$ cat src/rtl/fifo_verilog_pkg.sv
// -----------------------------------------------------------------------------
// fifo_verilog_pkg
// Purpose : Shared default sizes and the data word type for the fifo_verilog
//           byte FIFO and its storage sub-module.
// Contents: DEF_DATA_W  - default data width in bits
//           DEF_DEPTH   - default number of entries (power of two, >= 2)
//           DEF_ADDR_W  - pointer width, derived as log2(DEF_DEPTH)
//           data_t      - data word at the default width
// -----------------------------------------------------------------------------
package fifo_verilog_pkg;

   localparam int unsigned DEF_DATA_W = 8;
   localparam int unsigned DEF_DEPTH  = 8;
   localparam int unsigned DEF_ADDR_W = $clog2(DEF_DEPTH);

   typedef logic [DEF_DATA_W-1:0] data_t;

endpackage

$ cat src/rtl/fifo_mem.sv
// -----------------------------------------------------------------------------
// fifo_mem
// Purpose : DEPTH x DATA_W storage array for fifo_verilog. Synchronous write
//           port and a registered read port. The array itself is never
//           cleared; only the read register is reset.
// Ports   : clk     - rising-edge clock
//           reset   - asynchronous active-low reset (clears o_rdata only)
//           i_we    - write strobe, i_wdata stored at i_waddr on the edge
//           i_waddr - write address
//           i_wdata - write data
//           i_re    - read strobe, entry at i_raddr loaded into o_rdata
//           i_raddr - read address
//           o_rdata - registered read data, holds when i_re is low
// -----------------------------------------------------------------------------
module fifo_mem
   import fifo_verilog_pkg::*;
#(
   parameter int unsigned DATA_W = DEF_DATA_W,
   parameter int unsigned DEPTH  = DEF_DEPTH,
   parameter int unsigned ADDR_W = $clog2(DEPTH)
) (
   input  logic              clk,
   input  logic              reset,
   input  logic              i_we,
   input  logic [ADDR_W-1:0] i_waddr,
   input  logic [DATA_W-1:0] i_wdata,
   input  logic              i_re,
   input  logic [ADDR_W-1:0] i_raddr,
   output logic [DATA_W-1:0] o_rdata
);

   logic [DATA_W-1:0] r_mem [DEPTH];
   logic [DATA_W-1:0] r_rdata;

   // Storage has no reset so it can map onto plain RAM/regfile cells.
   always_ff @(posedge clk) begin
      if (i_we) begin
         r_mem[i_waddr] <= i_wdata;
      end
   end

   always_ff @(posedge clk or negedge reset) begin
      if (!reset) begin
         r_rdata <= '0;
      end else if (i_re) begin
         r_rdata <= r_mem[i_raddr];
      end
   end

   assign o_rdata = r_rdata;

endmodule

$ cat src/rtl/fifo_verilog.sv
// -----------------------------------------------------------------------------
// fifo_verilog
// Purpose : Single-clock FIFO of DEPTH words with registered read data and
//           full/empty flags decoded from a registered occupancy count.
//           Writes are dropped while full, reads are ignored while empty,
//           and an empty FIFO never falls through a same-cycle write.
// Ports   : clk       - rising-edge clock
//           reset     - asynchronous active-low reset
//           write_enb - write request, accepted when not full
//           read_enb  - read request, accepted when not empty
//           datain    - write data
//           dataout   - read data, valid the cycle after an accepted read
//           full      - FIFO holds DEPTH words
//           empty     - FIFO holds no words
//           overflow  - (FIFO_ERR_FLAGS_EN only) one-cycle pulse after a
//                       write attempted while full
//           underflow - (FIFO_ERR_FLAGS_EN only) one-cycle pulse after a
//                       read attempted while empty
// Build   : define FIFO_ERR_FLAGS_EN to add the overflow/underflow outputs.
// -----------------------------------------------------------------------------
module fifo_verilog
   import fifo_verilog_pkg::*;
#(
   parameter int unsigned DATA_W = DEF_DATA_W,
   parameter int unsigned DEPTH  = DEF_DEPTH
) (
   input  logic              clk,
   input  logic              reset,
   input  logic              write_enb,
   input  logic              read_enb,
   input  logic [DATA_W-1:0] datain,
   output logic [DATA_W-1:0] dataout,
   output logic              full,
   output logic              empty
`ifdef FIFO_ERR_FLAGS_EN
   ,
   output logic              overflow,
   output logic              underflow
`endif
);

   localparam int unsigned ADDR_W = $clog2(DEPTH);
   localparam int unsigned CNT_W  = ADDR_W + 1;

   localparam logic [CNT_W-1:0]  CNT_FULL  = CNT_W'(DEPTH);
   localparam logic [CNT_W-1:0]  CNT_ONE   = CNT_W'(1);
   localparam logic [ADDR_W-1:0] PTR_ONE   = ADDR_W'(1);

   logic [ADDR_W-1:0] r_wr_ptr;
   logic [ADDR_W-1:0] r_rd_ptr;
   logic [CNT_W-1:0]  r_count;

   logic              w_wr_acc;
   logic              w_rd_acc;
   logic [ADDR_W-1:0] w_wr_ptr_nxt;
   logic [ADDR_W-1:0] w_rd_ptr_nxt;
   logic [CNT_W-1:0]  w_count_nxt;

   // Flags come from the registered count, so a request is judged against
   // the occupancy before the edge (no bypass when full or empty).
   assign full  = (r_count == CNT_FULL);
   assign empty = (r_count == '0);

   assign w_wr_acc = write_enb & ~full;
   assign w_rd_acc = read_enb  & ~empty;

   always_comb begin
      w_wr_ptr_nxt = r_wr_ptr;
      w_rd_ptr_nxt = r_rd_ptr;
      w_count_nxt  = r_count;

      // Pointers wrap for free because DEPTH is a power of two.
      if (w_wr_acc) begin
         w_wr_ptr_nxt = r_wr_ptr + PTR_ONE;
      end
      if (w_rd_acc) begin
         w_rd_ptr_nxt = r_rd_ptr + PTR_ONE;
      end

      unique case ({w_wr_acc, w_rd_acc})
         2'b10:   w_count_nxt = r_count + CNT_ONE;
         2'b01:   w_count_nxt = r_count - CNT_ONE;
         default: w_count_nxt = r_count;
      endcase
   end

   always_ff @(posedge clk or negedge reset) begin
      if (!reset) begin
         r_wr_ptr <= '0;
         r_rd_ptr <= '0;
         r_count  <= '0;
      end else begin
         r_wr_ptr <= w_wr_ptr_nxt;
         r_rd_ptr <= w_rd_ptr_nxt;
         r_count  <= w_count_nxt;
      end
   end

   fifo_mem #(
      .DATA_W (DATA_W),
      .DEPTH  (DEPTH),
      .ADDR_W (ADDR_W)
   ) u_mem (
      .clk     (clk),
      .reset   (reset),
      .i_we    (w_wr_acc),
      .i_waddr (r_wr_ptr),
      .i_wdata (datain),
      .i_re    (w_rd_acc),
      .i_raddr (r_rd_ptr),
      .o_rdata (dataout)
   );

`ifdef FIFO_ERR_FLAGS_EN
   logic r_overflow;
   logic r_underflow;

   // Rejected requests are flagged one cycle later, one pulse per attempt.
   always_ff @(posedge clk or negedge reset) begin
      if (!reset) begin
         r_overflow  <= 1'b0;
         r_underflow <= 1'b0;
      end else begin
         r_overflow  <= write_enb & full;
         r_underflow <= read_enb  & empty;
      end
   end

   assign overflow  = r_overflow;
   assign underflow = r_underflow;
`endif

endmodule

$ cat config.mk
export PLATFORM = sky130hd
export DESIGN_NAME = fifo_verilog
export DESIGN_NICKNAME = d
export VERILOG_FILES = /design/src/rtl/fifo_verilog_pkg.sv /design/src/rtl/fifo_mem.sv /design/src/rtl/fifo_verilog.sv
export SDC_FILE = /design/constraint.sdc
export NUM_CORES = 1
export LEC_CHECK = 0
export CORE_ASPECT_RATIO = 0.7
export CORE_UTILIZATION = 63
export CTS_CLUSTER_SIZE = 24
export DETAILED_ROUTE_END_ITERATION = 8
export PLACE_DENSITY = 0.84
export SLEW_MARGIN = 20
export SYNTH_ARGS = -nofsm -noshare
export SYNTH_HDL_FRONTEND = slang
export SYNTH_SLANG_ARGS = --single-unit
$ cat constraint.sdc
create_clock -name clk -period 3.9 [get_ports clk]
set_clock_uncertainty 0.2 [all_clocks]
set_input_delay 0.585 -clock clk [delete_from_list [all_inputs] [get_ports clk]]
set_output_delay 0.585 -clock clk [all_outputs]
set_load 0.05 [all_outputs]
### Yosys cells after proc, flatten, opt, wreduce, memory -nomap -nowiden

Memories as Yosys holds them, arrays and structs flattened. A register that Yosys moved wholly into a read port is not among the register bits.
Index checks and enable logic that the tools add are counted.

* output and inout bits: 10
* bits in writable memories: 64
* bits of input ports: 12
* latch bits: 0
* memory bits (read-only): 0
* flip-flop bits (word level): 10
* memories: 1

Memories
* u_mem.r_mem: depth 8, width 8, read ports 1, clocked after memory_dff 1, write ports 1, line fifo_mem.sv:32 `logic [DATA_W-1:0] r_mem [DEPTH];`

* order comparisons: 0
* reduce and logical (&&, ||, !) cells: 3
* add/sub/neg operators: 4
* shift-type cells: 0
* multiplexer cells: 3
* $mul: 0
* bitwise gates (word level): 4
* divide/modulo/power cells: 0
* equal/unequal tests: 3

Operator list (count)
* 4-bit case mux with 2 select lines: 1
* 3-bit by 1-bit adder with 3-bit output, second input constant: 2
* 4-bit by 1-bit adder with 4-bit output, second input constant: 1
* 4-bit equality test, second input constant: 1
* 4-bit logical NOT: 1
* 4-bit by 1-bit subtractor with 4-bit output, second input constant: 1
* 1-bit bitwise AND: 2
* 2-bit by 1-bit equality test with 1-bit output, second input constant: 1
* 2-bit equality test, second input constant: 1
* 1-bit 2-to-1 mux: 2
* 1-bit inverter: 2
* 2-bit nonzero test: 1
* 1-bit logical NOT: 1

### Logic depth before layout (Yosys ltp)

* depth in word-level cells: 5
* mapped depth: 10
* mapped depth without buffers: 9

### Modules after synthesis

Synthesis repeated with hierarchy kept, for this count alone.

* cell total of the unflattened synthesis: 225
* area total of the unflattened synthesis: 3480.8 µm²

Modules (own cells, without submodules)
* fifo_mem: times used 1, area each 2861.5 µm², cells each 169
* fifo_verilog: times used 1, area each 619.3 µm², cells each 56

### Worst setup path before layout

No wires, ideal clock.

* path type: register to output
* start point: reg r_count[0]
* end point: out empty
* arrival time: 2.015 ns
* cell stages (with the launch flop): 3
* setup slack: 1.100 ns
* data required time: 3.115 ns
* path buffers: 1
* cell sequence: dfrtp_1 buf_6 nor4_1

* cells in the longest elaborated chain, start to end: 1

Ends and longest elaborated chain
* start: declaration: line fifo_verilog.sv:51 `logic [CNT_W-1:0] r_count;`
* start signal: assignment: line fifo_verilog.sv:95 `r_count <= w_count_nxt;`
* 4-bit logical NOT: line fifo_verilog.sv:62 `assign empty = (r_count == '0);`
* end: declaration: line fifo_verilog.sv:34 `output logic empty`

Every way passes these cells.

### Worst setup path in the final report

* start point: reg r_count[1]
* end point: reg r_count[3]

* cells in the longest elaborated chain, start to end: 5
* elaborated cells between the ends (all ways): 12
* those cells by class: 2 x add/sub; 3 x eq/ne; 1 x mux; 4 x bitwise; 2 x reduce/logical

Ends and longest elaborated chain
* 4-bit logical NOT (*): line fifo_verilog.sv:62
* 1-bit inverter (*): line fifo_verilog.sv:65 `assign w_rd_acc = read_enb & ~empty;`
* 1-bit bitwise AND (*): line fifo_verilog.sv:65
* net u_mem.i_re: line fifo_mem.sv:27 `input logic i_re,`
* 2-bit by 1-bit equality test with 1-bit output / 2-bit equality test (equally long branches): line fifo_verilog.sv:80 `unique case ({w_wr_acc, w_rd_acc})`
* 4-bit case mux with 2 select lines / 2-bit nonzero test (equally long branches)

Mark *: on every way through the listed nets, which the timed path passes. The rest lies on a longest branch.
A chain may end at the register's enable or synchronous reset.

==> impl_metrics.tcl <==
set metrics [dict create \
    timing.hold.worst_path_depth 2 \
    finalWorstSetupSlack_ns 0.716 \
    grt_first_pass_wirelength_um 9970 \
    worstPathRequired_ns 3.94 \
    hp-class "reg2reg" \
    holdWs_ns 0.295 \
    ir_drop_v 0.000517 \
    postSynthNetCount 237 \
    yosysSeqAreaShare_pct 69.5 \
    power_density_mw_per_mm2 778 \
    chipHeight_um 63.6 \
    mostFrequentLayoutCell "sky130_fd_sc_hd__edfxtp_1" \
    report.final.slew_viol_count 0 \
    grt_start_max_net_pins 20 \
    first_global_vias 1953 \
    post_route_cells_drive_above_1_share_pct 12.5 \
    postPlaceCellArea_mm2 0.00368 \
    tritoncts "built" \
    worst_path_fanout_max 19 \
    max_slew_margin_pct 33.3 \
    postLayoutCellArea_mm2 0.00390 \
    dr.first_iter.drc_count 220 \
    cp.arrival_ns 3.22 \
    antenna_cells 0 \
    cts_post_setup_buffers_inserted 0 \
    design.portCount 22 \
    globalRouteMet1Util_pct 34.0 \
    avgRoutedWirePerCell_um 18.9 \
    port_buffers 21 \
    tns_ns 0 \
    number_of_buffers_created_by_cts 9 \
    setup_viol_count_final 0 \
    die-width_um 90.0 \
    switchingPower_uw 1090 \
    fp.dieArea_mm2 0.00572 \
    final_min_period_over_clock_period_pct 81.6 \
    clock-sinks 82 \
    netlist_area_mm2 0.00341 \
    p_seq_share_pct 41.9 \
    cts-root-to-sink-buffers 2 \
    groute.layer.met2.usage_pct 36.9 \
    flow.area_growth_from_synthesis_pct 14.1 \
    worst_hold_endpoint "u_mem.o_rdata[5]" \
    top_usage_layer "met2" \
    postLayoutCoreUtil_pct 74.5 \
    internal_power_uw 1940 \
    dp_hpwl_um 4010 \
    worst_skew_pair_later_pin_latency_ns 0.35 \
    initial_core_util_pct 65.3 \
    outcome "finished, final reports clean" \
    sw_frac_of_total_pct 36.0 \
    grt_antenna_before_repair 0 \
    layout.cells.most_common_list "sky130_fd_sc_hd__edfxtp_1 (64), sky130_fd_sc_hd__nand2_1 (23), sky130_fd_sc_hd__clkdlybuf4s50_1 (21)" \
    post_cts_resized 0 \
    holdCritStartpoint "u_mem.o_rdata[5]" \
    synth_cells 219 \
    h-tree-depth 3 \
    gr-usage-met3_pct 8.09 \
    synth-warning-count 0 \
    postRouteAntennaNets 0 \
    slew_of_the_pin_with_the_lowest_slew_margin_ns 0.997 \
    worst-r2r-cell-count 7 \
    hold_buf_count_cts 0 \
    remaining_drc_errors 0 \
    finalHoldViolations 0 \
    clock_tree.root_cell "sky130_fd_sc_hd__clkbuf_8" \
    critPathKind "reg2reg" \
    clock_power_share_pct 21.6 \
    crit_path_start_kind "flip-flop" \
    cellLeakagePower_uw 0.00144 \
    route.vias.total 1892 \
    unrepaired_setup_endpoints_after_global_routing "false" \
    drtPass1Iterations 4 \
    rows 22 \
    setup.reg_to_reg.worst_slack_ns 0.72 \
    critical_path.reg2reg.endpoint "r_count[3]" \
    grt_use_total_pct 24.6 \
    globalRouteOverflowTotal 0 \
    synth-seq-cells 82 \
    power.combinational.fraction_pct 36.6 \
    vias_per_std_cell 5.79 \
    routed_wl_um 6190 \
    crit_path_end_kind "flip-flop" \
    max-cap-violations 0 \
    post_synth_num_cell_types 34 \
    gp_congestion 0.762 \
    clkTransAtPathRegs_ns 0.09 \
    worst_r2r_startpoint "r_count[1]" \
    place_worst_setup_slack_ns 0.777 \
    postSynthAreaPerCell_um2 15.6 \
    layout_min_cycle_time_ns 3.18 \
    core_region_area_mm2 0.00523 \
    clock.fmax_mhz 314 \
    fin_nets 268 \
]
-- state kept, by name (all words and copies together) (netlist names) --
register       count
r_rd_ptr           3
r_wr_ptr           3
u_mem.r_mem       64
r_count            4
u_mem.o_rdata      8
-- cells by family (layout without fill, tap and decap cells) --
logic type / after synthesis / count (layout) / synth area share (%)
AND/OR/NAND/NOR: 46 / 46 / 6.20
buffers and inverters: 16 / 52 / 3.48
multiplexers: 33 / 33 / 10.3
adder cells (fa/ha/maj): 6 / 6 / 2.42
flip-flops: 82 / 82 / 69.5
AO/OA/AOI/OAI: 31 / 31 / 6.86
XOR/XNOR: 5 / 5 / 1.28
-- layout make-up --
class | count | area [µm²]
multi-input cells | 121 | 922
repair buffers | 29 | 270
well taps | 72 | 90.1
clock inverters | 7 | 91.3
fillers | 329 | 1330
flip-flops and latches | 82 | 2370
clock buffers | 9 | 124
inverters | 7 | 26.3
-- critical path, stage by stage (launching register included) --
cell and delay, ns:
sky130_fd_sc_hd__dfrtp_1 0.46, sky130_fd_sc_hd__o41ai_4 0.96, sky130_fd_sc_hd__inv_2 0.10, sky130_fd_sc_hd__ha_1 0.34
sky130_fd_sc_hd__ha_1 0.30, sky130_fd_sc_hd__a21oi_1 0.23, sky130_fd_sc_hd__o21ai_0 0.15, sky130_fd_sc_hd__o311ai_0 0.32
-- stage by stage --
stage	std cells	power, µW
3_5_place_dp	311	2390
5_1_grt	327	3190
3_3_place_gp	311	2350
4_1_cts	327	3050
2_1_floorplan	219	2110
6_report	327	3030
-- cell usage after synthesis --
cell,n,area [µm²]
sky130_fd_sc_hd__a221o_1,8,80.1
sky130_fd_sc_hd__o22ai_1,8,50.1
sky130_fd_sc_hd__dfrtp_1,18,450
sky130_fd_sc_hd__mux2_1,10,113
sky130_fd_sc_hd__nor2_1,7,26.3
sky130_fd_sc_hd__nand2b_1,5,31.3
sky130_fd_sc_hd__xor2_1,1,8.76
sky130_fd_sc_hd__clkbuf_1,1,3.75
sky130_fd_sc_hd__ha_1,5,62.6
sky130_fd_sc_hd__buf_6,3,33.8
sky130_fd_sc_hd__o41ai_4,1,27.5
sky130_fd_sc_hd__buf_4,1,7.51
sky130_fd_sc_hd__inv_1,6,22.5
sky130_fd_sc_hd__buf_12,2,40.0
sky130_fd_sc_hd__mux2i_1,17,170
sky130_fd_sc_hd__nand4b_1,1,8.76
sky130_fd_sc_hd__nor2b_1,1,6.26
sky130_fd_sc_hd__nor3b_1,1,7.51
sky130_fd_sc_hd__buf_1,2,7.51
sky130_fd_sc_hd__a21boi_1,1,7.51
sky130_fd_sc_hd__edfxtp_1,64,1920
sky130_fd_sc_hd__o21ai_1,8,40.0
sky130_fd_sc_hd__fa_1,1,20.0
sky130_fd_sc_hd__nand2_1,23,86.3
sky130_fd_sc_hd__inv_2,1,3.75
sky130_fd_sc_hd__nor3_1,4,20.0
sky130_fd_sc_hd__xnor2_1,4,35.0
sky130_fd_sc_hd__nor4_1,2,12.5
sky130_fd_sc_hd__o311ai_0,1,8.76
sky130_fd_sc_hd__and2_1,1,6.26
sky130_fd_sc_hd__or3_1,1,6.26
sky130_fd_sc_hd__mux2_2,6,67.6
sky130_fd_sc_hd__o21ai_0,3,15.0
sky130_fd_sc_hd__a21oi_1,1,5.00
-- routing by layer --
layer	wire length, µm	vias up
li1	-	891
met1	2660	930
met2	2980	67
met3	498	4
met4	48	0
met5	0	-
-- power groups by stage --
stage / clock network [µW] / logic (µW) / registers, µW
3_5_place_dp: 0 / 1100 / 1290
4_1_cts: 669 / 1120 / 1270
3_3_place_gp: 0 / 1080 / 1280
2_1_floorplan: 0 / 714 / 1400
5_1_grt: 700 / 1200 / 1290
6_report: 653 / 1110 / 1270
-- worst max path at each step --
stage	startpoint	endpoint	slack (ns)	cells after the start
2_1_floorplan	r_count[0]	empty	1.10	2
3_3_place_gp	write_enb	r_count[3]	0.92	8
3_5_place_dp	r_count[0]	r_count[3]	0.78	7
4_1_cts	r_count[0]	r_count[3]	0.75	7
5_1_grt	r_count[0]	r_count[3]	0.48	7
6_report	r_count[1]	r_count[3]	0.72	7
(Power assumes the default switching activity.)
